**config.mk**
```make
export PLATFORM = sky130hd
export DESIGN_NAME = pipe_stage_reg_flat
export DESIGN_NICKNAME = d
export VERILOG_FILES = /design/src/rtl/pipe_stage_reg_if.sv /design/src/rtl/pipe_stage_reg.sv /design/src/flat_wrapper.sv
export SDC_FILE = /design/constraint.sdc
export NUM_CORES = 1
export LEC_CHECK = 0
export CORE_AREA = 10 10 214 216
export CTS_CLUSTER_DIAMETER = 40
export CTS_CLUSTER_SIZE = 8
export DETAILED_ROUTE_END_ITERATION = 8
export DIE_AREA = 0 0 224 226
export GPL_TIMING_DRIVEN = 0
export PLACE_DENSITY_LB_ADDON = 0.1
export SLEW_MARGIN = 20
export SYNTH_ARGS = -nofsm -noshare
export SYNTH_HDL_FRONTEND = slang
export SYNTH_SLANG_ARGS = --single-unit
export TNS_END_PERCENT = 100
```
**constraint.sdc**
```tcl
create_clock -name clk -period 10.3 [get_ports clk]
set_clock_uncertainty 0.05 [all_clocks]
set_input_delay 2.06 -clock clk [delete_from_list [all_inputs] [get_ports clk]]
set_output_delay 2.06 -clock clk [all_outputs]
set_load 0.005 [all_outputs]
```
**src/rtl/pipe_stage_reg_if.sv**
```systemverilog
// Valid/ready bundle between two pipeline stages: valid, ready, ctrl, data.
// master drives valid/ctrl/data and samples ready; slave does the reverse.
interface pipe_stage_reg_if #(
  parameter int CTRL_W = 16,
  parameter int DATA_W = 256
);
  logic              valid;
  logic              ready;
  logic [CTRL_W-1:0] ctrl;
  logic [DATA_W-1:0] data;

  modport master (
    output valid,
    output ctrl,
    output data,
    input  ready
  );

  modport slave (
    input  valid,
    input  ctrl,
    input  data,
    output ready
  );
endinterface

```
**src/rtl/pipe_stage_reg.sv**
```systemverilog
// Generic pipeline stage register with valid/ready handshake, flush and a
// saturating bubble counter. Ports: clk, reset (async, active-high),
// up (slave: in_valid/in_ready/in_ctrl/in_data), dn (master:
// out_valid/out_ready/out_ctrl/out_data), flush, bubble_cnt.
// Define PIPE_SKID_EN for a 2-entry skid buffer with registered in_ready;
// otherwise a single entry with combinational in_ready.
module pipe_stage_reg #(
  parameter int                CTRL_W   = 16,
  parameter int                DATA_W   = 256,
  parameter logic [CTRL_W-1:0] NOP_CTRL = '0,
  parameter int                CNT_W    = 16
) (
  input  logic              clk,
  input  logic              reset,
  pipe_stage_reg_if.slave   up,
  pipe_stage_reg_if.master  dn,
  input  logic              flush,
  output logic [CNT_W-1:0]  bubble_cnt
);

  logic              valid_q;
  logic [CTRL_W-1:0] ctrl_q;
  logic [DATA_W-1:0] data_q;
  logic              accept;
  logic              emit;

  assign dn.valid = valid_q;
  assign dn.ctrl  = ctrl_q;
  assign dn.data  = data_q;
  assign accept   = up.valid & up.ready;
  assign emit     = valid_q & dn.ready;

`ifdef PIPE_SKID_EN
  typedef enum logic [1:0] {
    EMPTY,
    ONE,
    FULL
  } state_t;

  state_t            state;
  logic              rdy_q;
  logic [CTRL_W-1:0] skid_ctrl;
  logic [DATA_W-1:0] skid_data;

  assign up.ready = rdy_q;

  always_ff @(posedge clk or posedge reset) begin
    if (reset) begin
      state     <= EMPTY;
      rdy_q     <= 1'b1;
      valid_q   <= 1'b0;
      ctrl_q    <= NOP_CTRL;
      data_q    <= '0;
      skid_ctrl <= NOP_CTRL;
      skid_data <= '0;
    end else if (flush) begin
      state   <= EMPTY;
      rdy_q   <= 1'b1;
      valid_q <= 1'b0;
      ctrl_q  <= NOP_CTRL;
    end else begin
      unique case (state)
        EMPTY: begin
          if (accept) begin
            state   <= ONE;
            valid_q <= 1'b1;
            ctrl_q  <= up.ctrl;
            data_q  <= up.data;
          end
        end
        ONE: begin
          if (accept && emit) begin
            ctrl_q <= up.ctrl;
            data_q <= up.data;
          end else if (accept) begin
            // Downstream stalled: park the new word behind the head.
            state     <= FULL;
            rdy_q     <= 1'b0;
            skid_ctrl <= up.ctrl;
            skid_data <= up.data;
          end else if (emit) begin
            state   <= EMPTY;
            valid_q <= 1'b0;
            ctrl_q  <= NOP_CTRL;
          end
        end
        FULL: begin
          if (emit) begin
            state  <= ONE;
            rdy_q  <= 1'b1;
            ctrl_q <= skid_ctrl;
            data_q <= skid_data;
          end
        end
        default: begin
          state   <= EMPTY;
          rdy_q   <= 1'b1;
          valid_q <= 1'b0;
          ctrl_q  <= NOP_CTRL;
        end
      endcase
    end
  end
`else
  assign up.ready = ~valid_q | dn.ready;

  always_ff @(posedge clk or posedge reset) begin
    if (reset) begin
      valid_q <= 1'b0;
      ctrl_q  <= NOP_CTRL;
      data_q  <= '0;
    end else if (flush) begin
      valid_q <= 1'b0;
      ctrl_q  <= NOP_CTRL;
    end else if (accept) begin
      valid_q <= 1'b1;
      ctrl_q  <= up.ctrl;
      data_q  <= up.data;
    end else if (emit) begin
      // data_q is left as-is to avoid needless toggling.
      valid_q <= 1'b0;
      ctrl_q  <= NOP_CTRL;
    end
  end
`endif

  always_ff @(posedge clk or posedge reset) begin
    if (reset) begin
      bubble_cnt <= '0;
    end else if (dn.ready && !valid_q && !(&bubble_cnt)) begin
      bubble_cnt <= bubble_cnt + 1'b1;
    end
  end

endmodule

```
**src/flat_wrapper.sv**
```systemverilog
// flat-port wrapper written by rule: the top's interface ports become plain ports
module pipe_stage_reg_flat 
#(
  parameter int                CTRL_W   = 16,
  parameter int                DATA_W   = 256,
  parameter logic [CTRL_W-1:0] NOP_CTRL = '0,
  parameter int                CNT_W    = 16
)
  (clk, reset, flush, bubble_cnt, up_valid, up_ctrl, up_data, up_ready, dn_valid, dn_ctrl, dn_data, dn_ready);
  pipe_stage_reg_if #(.CTRL_W(CTRL_W), .DATA_W(DATA_W)) up_i ();
  pipe_stage_reg_if #(.CTRL_W(CTRL_W), .DATA_W(DATA_W)) dn_i ();
  input  logic clk;
  input  logic reset;
  input  logic flush;
  output logic [CNT_W-1:0] bubble_cnt;
  input wire logic [$bits(up_i.valid)-1:0] up_valid;
  input wire logic [$bits(up_i.ctrl)-1:0] up_ctrl;
  input wire logic [$bits(up_i.data)-1:0] up_data;
  output wire logic [$bits(up_i.ready)-1:0] up_ready;
  output wire logic [$bits(dn_i.valid)-1:0] dn_valid;
  output wire logic [$bits(dn_i.ctrl)-1:0] dn_ctrl;
  output wire logic [$bits(dn_i.data)-1:0] dn_data;
  input wire logic [$bits(dn_i.ready)-1:0] dn_ready;
  assign up_i.valid = up_valid;
  assign up_i.ctrl = up_ctrl;
  assign up_i.data = up_data;
  assign up_ready = up_i.ready;
  assign dn_valid = dn_i.valid;
  assign dn_ctrl = dn_i.ctrl;
  assign dn_data = dn_i.data;
  assign dn_i.ready = dn_ready;
  pipe_stage_reg #(.CTRL_W(CTRL_W), .DATA_W(DATA_W), .NOP_CTRL(NOP_CTRL), .CNT_W(CNT_W)) u_core (.clk(clk), .reset(reset), .up(up_i), .dn(dn_i), .flush(flush), .bubble_cnt(bubble_cnt));
endmodule
```
==> flow_summary.toml <==
[synthesis]
synth.ff_latch_count = 289
async_flop_share = 1.00
yosysWarnings = 0
ys.flop_type = "dfrtp_1"
synth_cell_types = 32
yosysSeqAreaShare = 0.660
syn_inst = 660
synth_edf_count = 0
syn-cell-area_sq_um = 11000
syn_nets = 938
synth.avg_cell_area_sq_um = 16.6

[setup_path]
r2r-start = "u_core.dn.valid"
reg2reg_slack_ns = 8.30
crit_type = "in2out"
startpoint_type = "primary input"
critPathCaptureType = "output pin"
r2r_end = "u_core.dn.data[189]"
r2r_cells = 5
worstPathArrival_ns = 3.28
worstPathRequired_ns = 8.19
crit_fanout = 4

[clocking]
cts_buffers = 53
cts_tree = "built"
cts_sinks = 289
cts_root_buf = "clkbuf_16"
cts.clk_slew.worst_paths_ns = 0.05
cts_buffer_depth = 3
cts_hold_buffers = 0
cts_setup_buffers = 0
htree_levels = 2
ctsResizeCount = 0
insertion_delay_ns = 0.57

[sta]
slew_headroom = 0.665
fin_ws_ns = 4.91
fin_hold_ws_ns = 0.431
fmax_ghz = 0.186
worst_slew_pin_slew_ns = 0.500
setup_violations = 0
final-max-slew-violation-count = 0
tns_ns = 0
hold_viol = 0
period_share = 0.523
fin_crit_ns = 5.39
rsz0062_at_grt = "no"

[worst_hold_path]
worstHoldStart = "u_core.dn.data[118]"
holdPathEnd = "u_core.dn.data[118]"
hold_depth = 1
hold_path_class = "reg2reg"

[route]
drtPass1Iterations = 4
routed_wl_mm = 43.4
antenna_left = 0
vias = 8120
wl_per_cell_um = 23.2
drtIter0Drc = 325
drc = 0
routed_via_density = 4.34

[die]
placementRows = 75
die-area_sq_um = 50600
ios = 567
start_util = 0.264
dieHeight_um = 226
dieWidth_um = 224
coreArea_sq_um = 41600

[power_and_ir_drop]
powerDensity_nw_per_um2 = 208
cellLeakagePower_nw = 7.87
fin_total_pwr_mw = 3.97
ir_worst_vdd_mv = 0.156

[placement]
gp_congestion = 0.783
pre_cts_ws_ns = 4.91
portBuffers = 566
dp_hpwl_mm = 34.1

[global_route]
grt.total_usage = 0.166
antenna_found_initial = 13
grt_overflow = 0
grt_pass1_vias = 8862
grt_pass1_wl_mm = 61.8
grt_max_degree = 86

[final_layout]
syn2layout_area_growth_pct = 74.2
fin_nets = 1562
drive_gt1_frac = 0.284
post-route-util = 0.459
fillers = 3828

[status]
status = "finished clean"

[job]
cap_violations = 0
## registers in the layout, indices dropped and copies added (netlist names)
register and flops:
u_core.dn.valid 1, u_core.bubble_cnt 16, u_core.dn.ctrl 16, u_core.dn.data 256
## cells in the mapped netlist (all sizes together) (2+ instances only)
library cell,count,area (sq um)
dfrtp,289,7230
mux2,260,2930
buf,31,233
a22o,16,140
nor2,10,37.5
nand2,7,26.3
xor2,5,43.8
nand3,4,20.0
nor3b,4,35.0
xnor2,4,35.0
a21oi,3,15.0
and3,3,18.8
inv,3,11.3
nand4,3,25.0
nor3,3,25.0
and4,2,17.5
and4b,2,20.0
nand2b,2,12.5
nor2b,2,20.0
o21ai,2,10.0
## per-stage QoR
stage	instances	area, sq um
after global routing	1867	19100
after detailed placement	1768	17400
after floorplan	660	11000
final	1869	19100
after global placement	1765	17300
after CTS	1864	19100
## critical path: stages
cell,delay (ns)
clkdlybuf4s50_1,0.55
nor2b_4,0.07
inv_1,0.05
clkdlybuf4s50_1,0.55
## how the worst max path moves through the flow
stage              from  cells after the start  slack (ns)              endpoint
6_report       dn_ready                      4        4.91              up_ready
5_1_grt        dn_ready                      4        4.87              up_ready
4_1_cts        dn_ready                      4        4.91              up_ready
3_5_place_dp   dn_ready                      4        4.91              up_ready
3_3_place_gp      reset                      2       -4.44     u_core.dn.ctrl[7]
2_1_floorplan     reset                      1        0.21  u_core.bubble_cnt[0]
## cell families (layout without fill, tap and decap cells)
logic type,Yosys count,count (layout),share of synthesized area
AOI/OAI and AO/OA,23,23,0.0167
xor gates and xnor gates,9,9,0.00719
adders and majority gates,1,1,0.00114
buffers and inverters,34,699,0.0223
DFF,289,289,0.660
muxes,260,260,0.267
other,0,5,0
and+or+nand+nor,44,44,0.0257
## cell usage in the layout, fill, tap and decap left out, types with 4 or more instances in the layout
cell / n
mux2_2: 254
clkbuf_1: 15
nand3_1: 4
clkdlybuf4s50_1: 566
diode_2: 5
xnor2_1: 4
nor2_1: 10
buf_4: 11
nand2_1: 7
clkbuf_16: 53
dfrtp_1: 289
clkbuf_8: 9
mux2_1: 6
buf_2: 12
clkinvlp_4: 4
buf_6: 8
xor2_1: 5
a22o_1: 16
clkinv_2: 10
## area by class of cell
cell class              instances  area (sq um)  share of cell area
clock buffers                  77          1510              0.0789
well taps                     539           674              0.0353
plain buffers                  31           233              0.0122
inverters                       3          18.8            0.000983
multi-input cells             337          3480               0.182
repair buffers                569          5750               0.301
diodes                          5          12.5            0.000655
clock inverters                19           188             0.00983
flip-flops and latches        289          7230               0.379
## report_power, final
part | switching, mW | internal, mW | total, mW
clock network | 0.576 | 1.08 | 1.65
registers | 0.112 | 1.33 | 1.44
logic | 0.294 | 0.577 | 0.871
## metal layers
| metal | wire [um] | share of wire | vias to the layer above | GRT usage |
|---|---|---|---|---|
| li1 | - | - | 3624 | - |
| met1 | 14800 | 0.34 | 4033 | 0.167 |
| met2 | 21500 | 0.50 | 372 | 0.277 |
| met3 | 6020 | 0.14 | 73 | 0.106 |
| met4 | 863 | 0.020 | 18 | 0.0498 |
| met5 | 128 | 0.0030 | - | 0 |
Power figures use the tool's default switching activity.
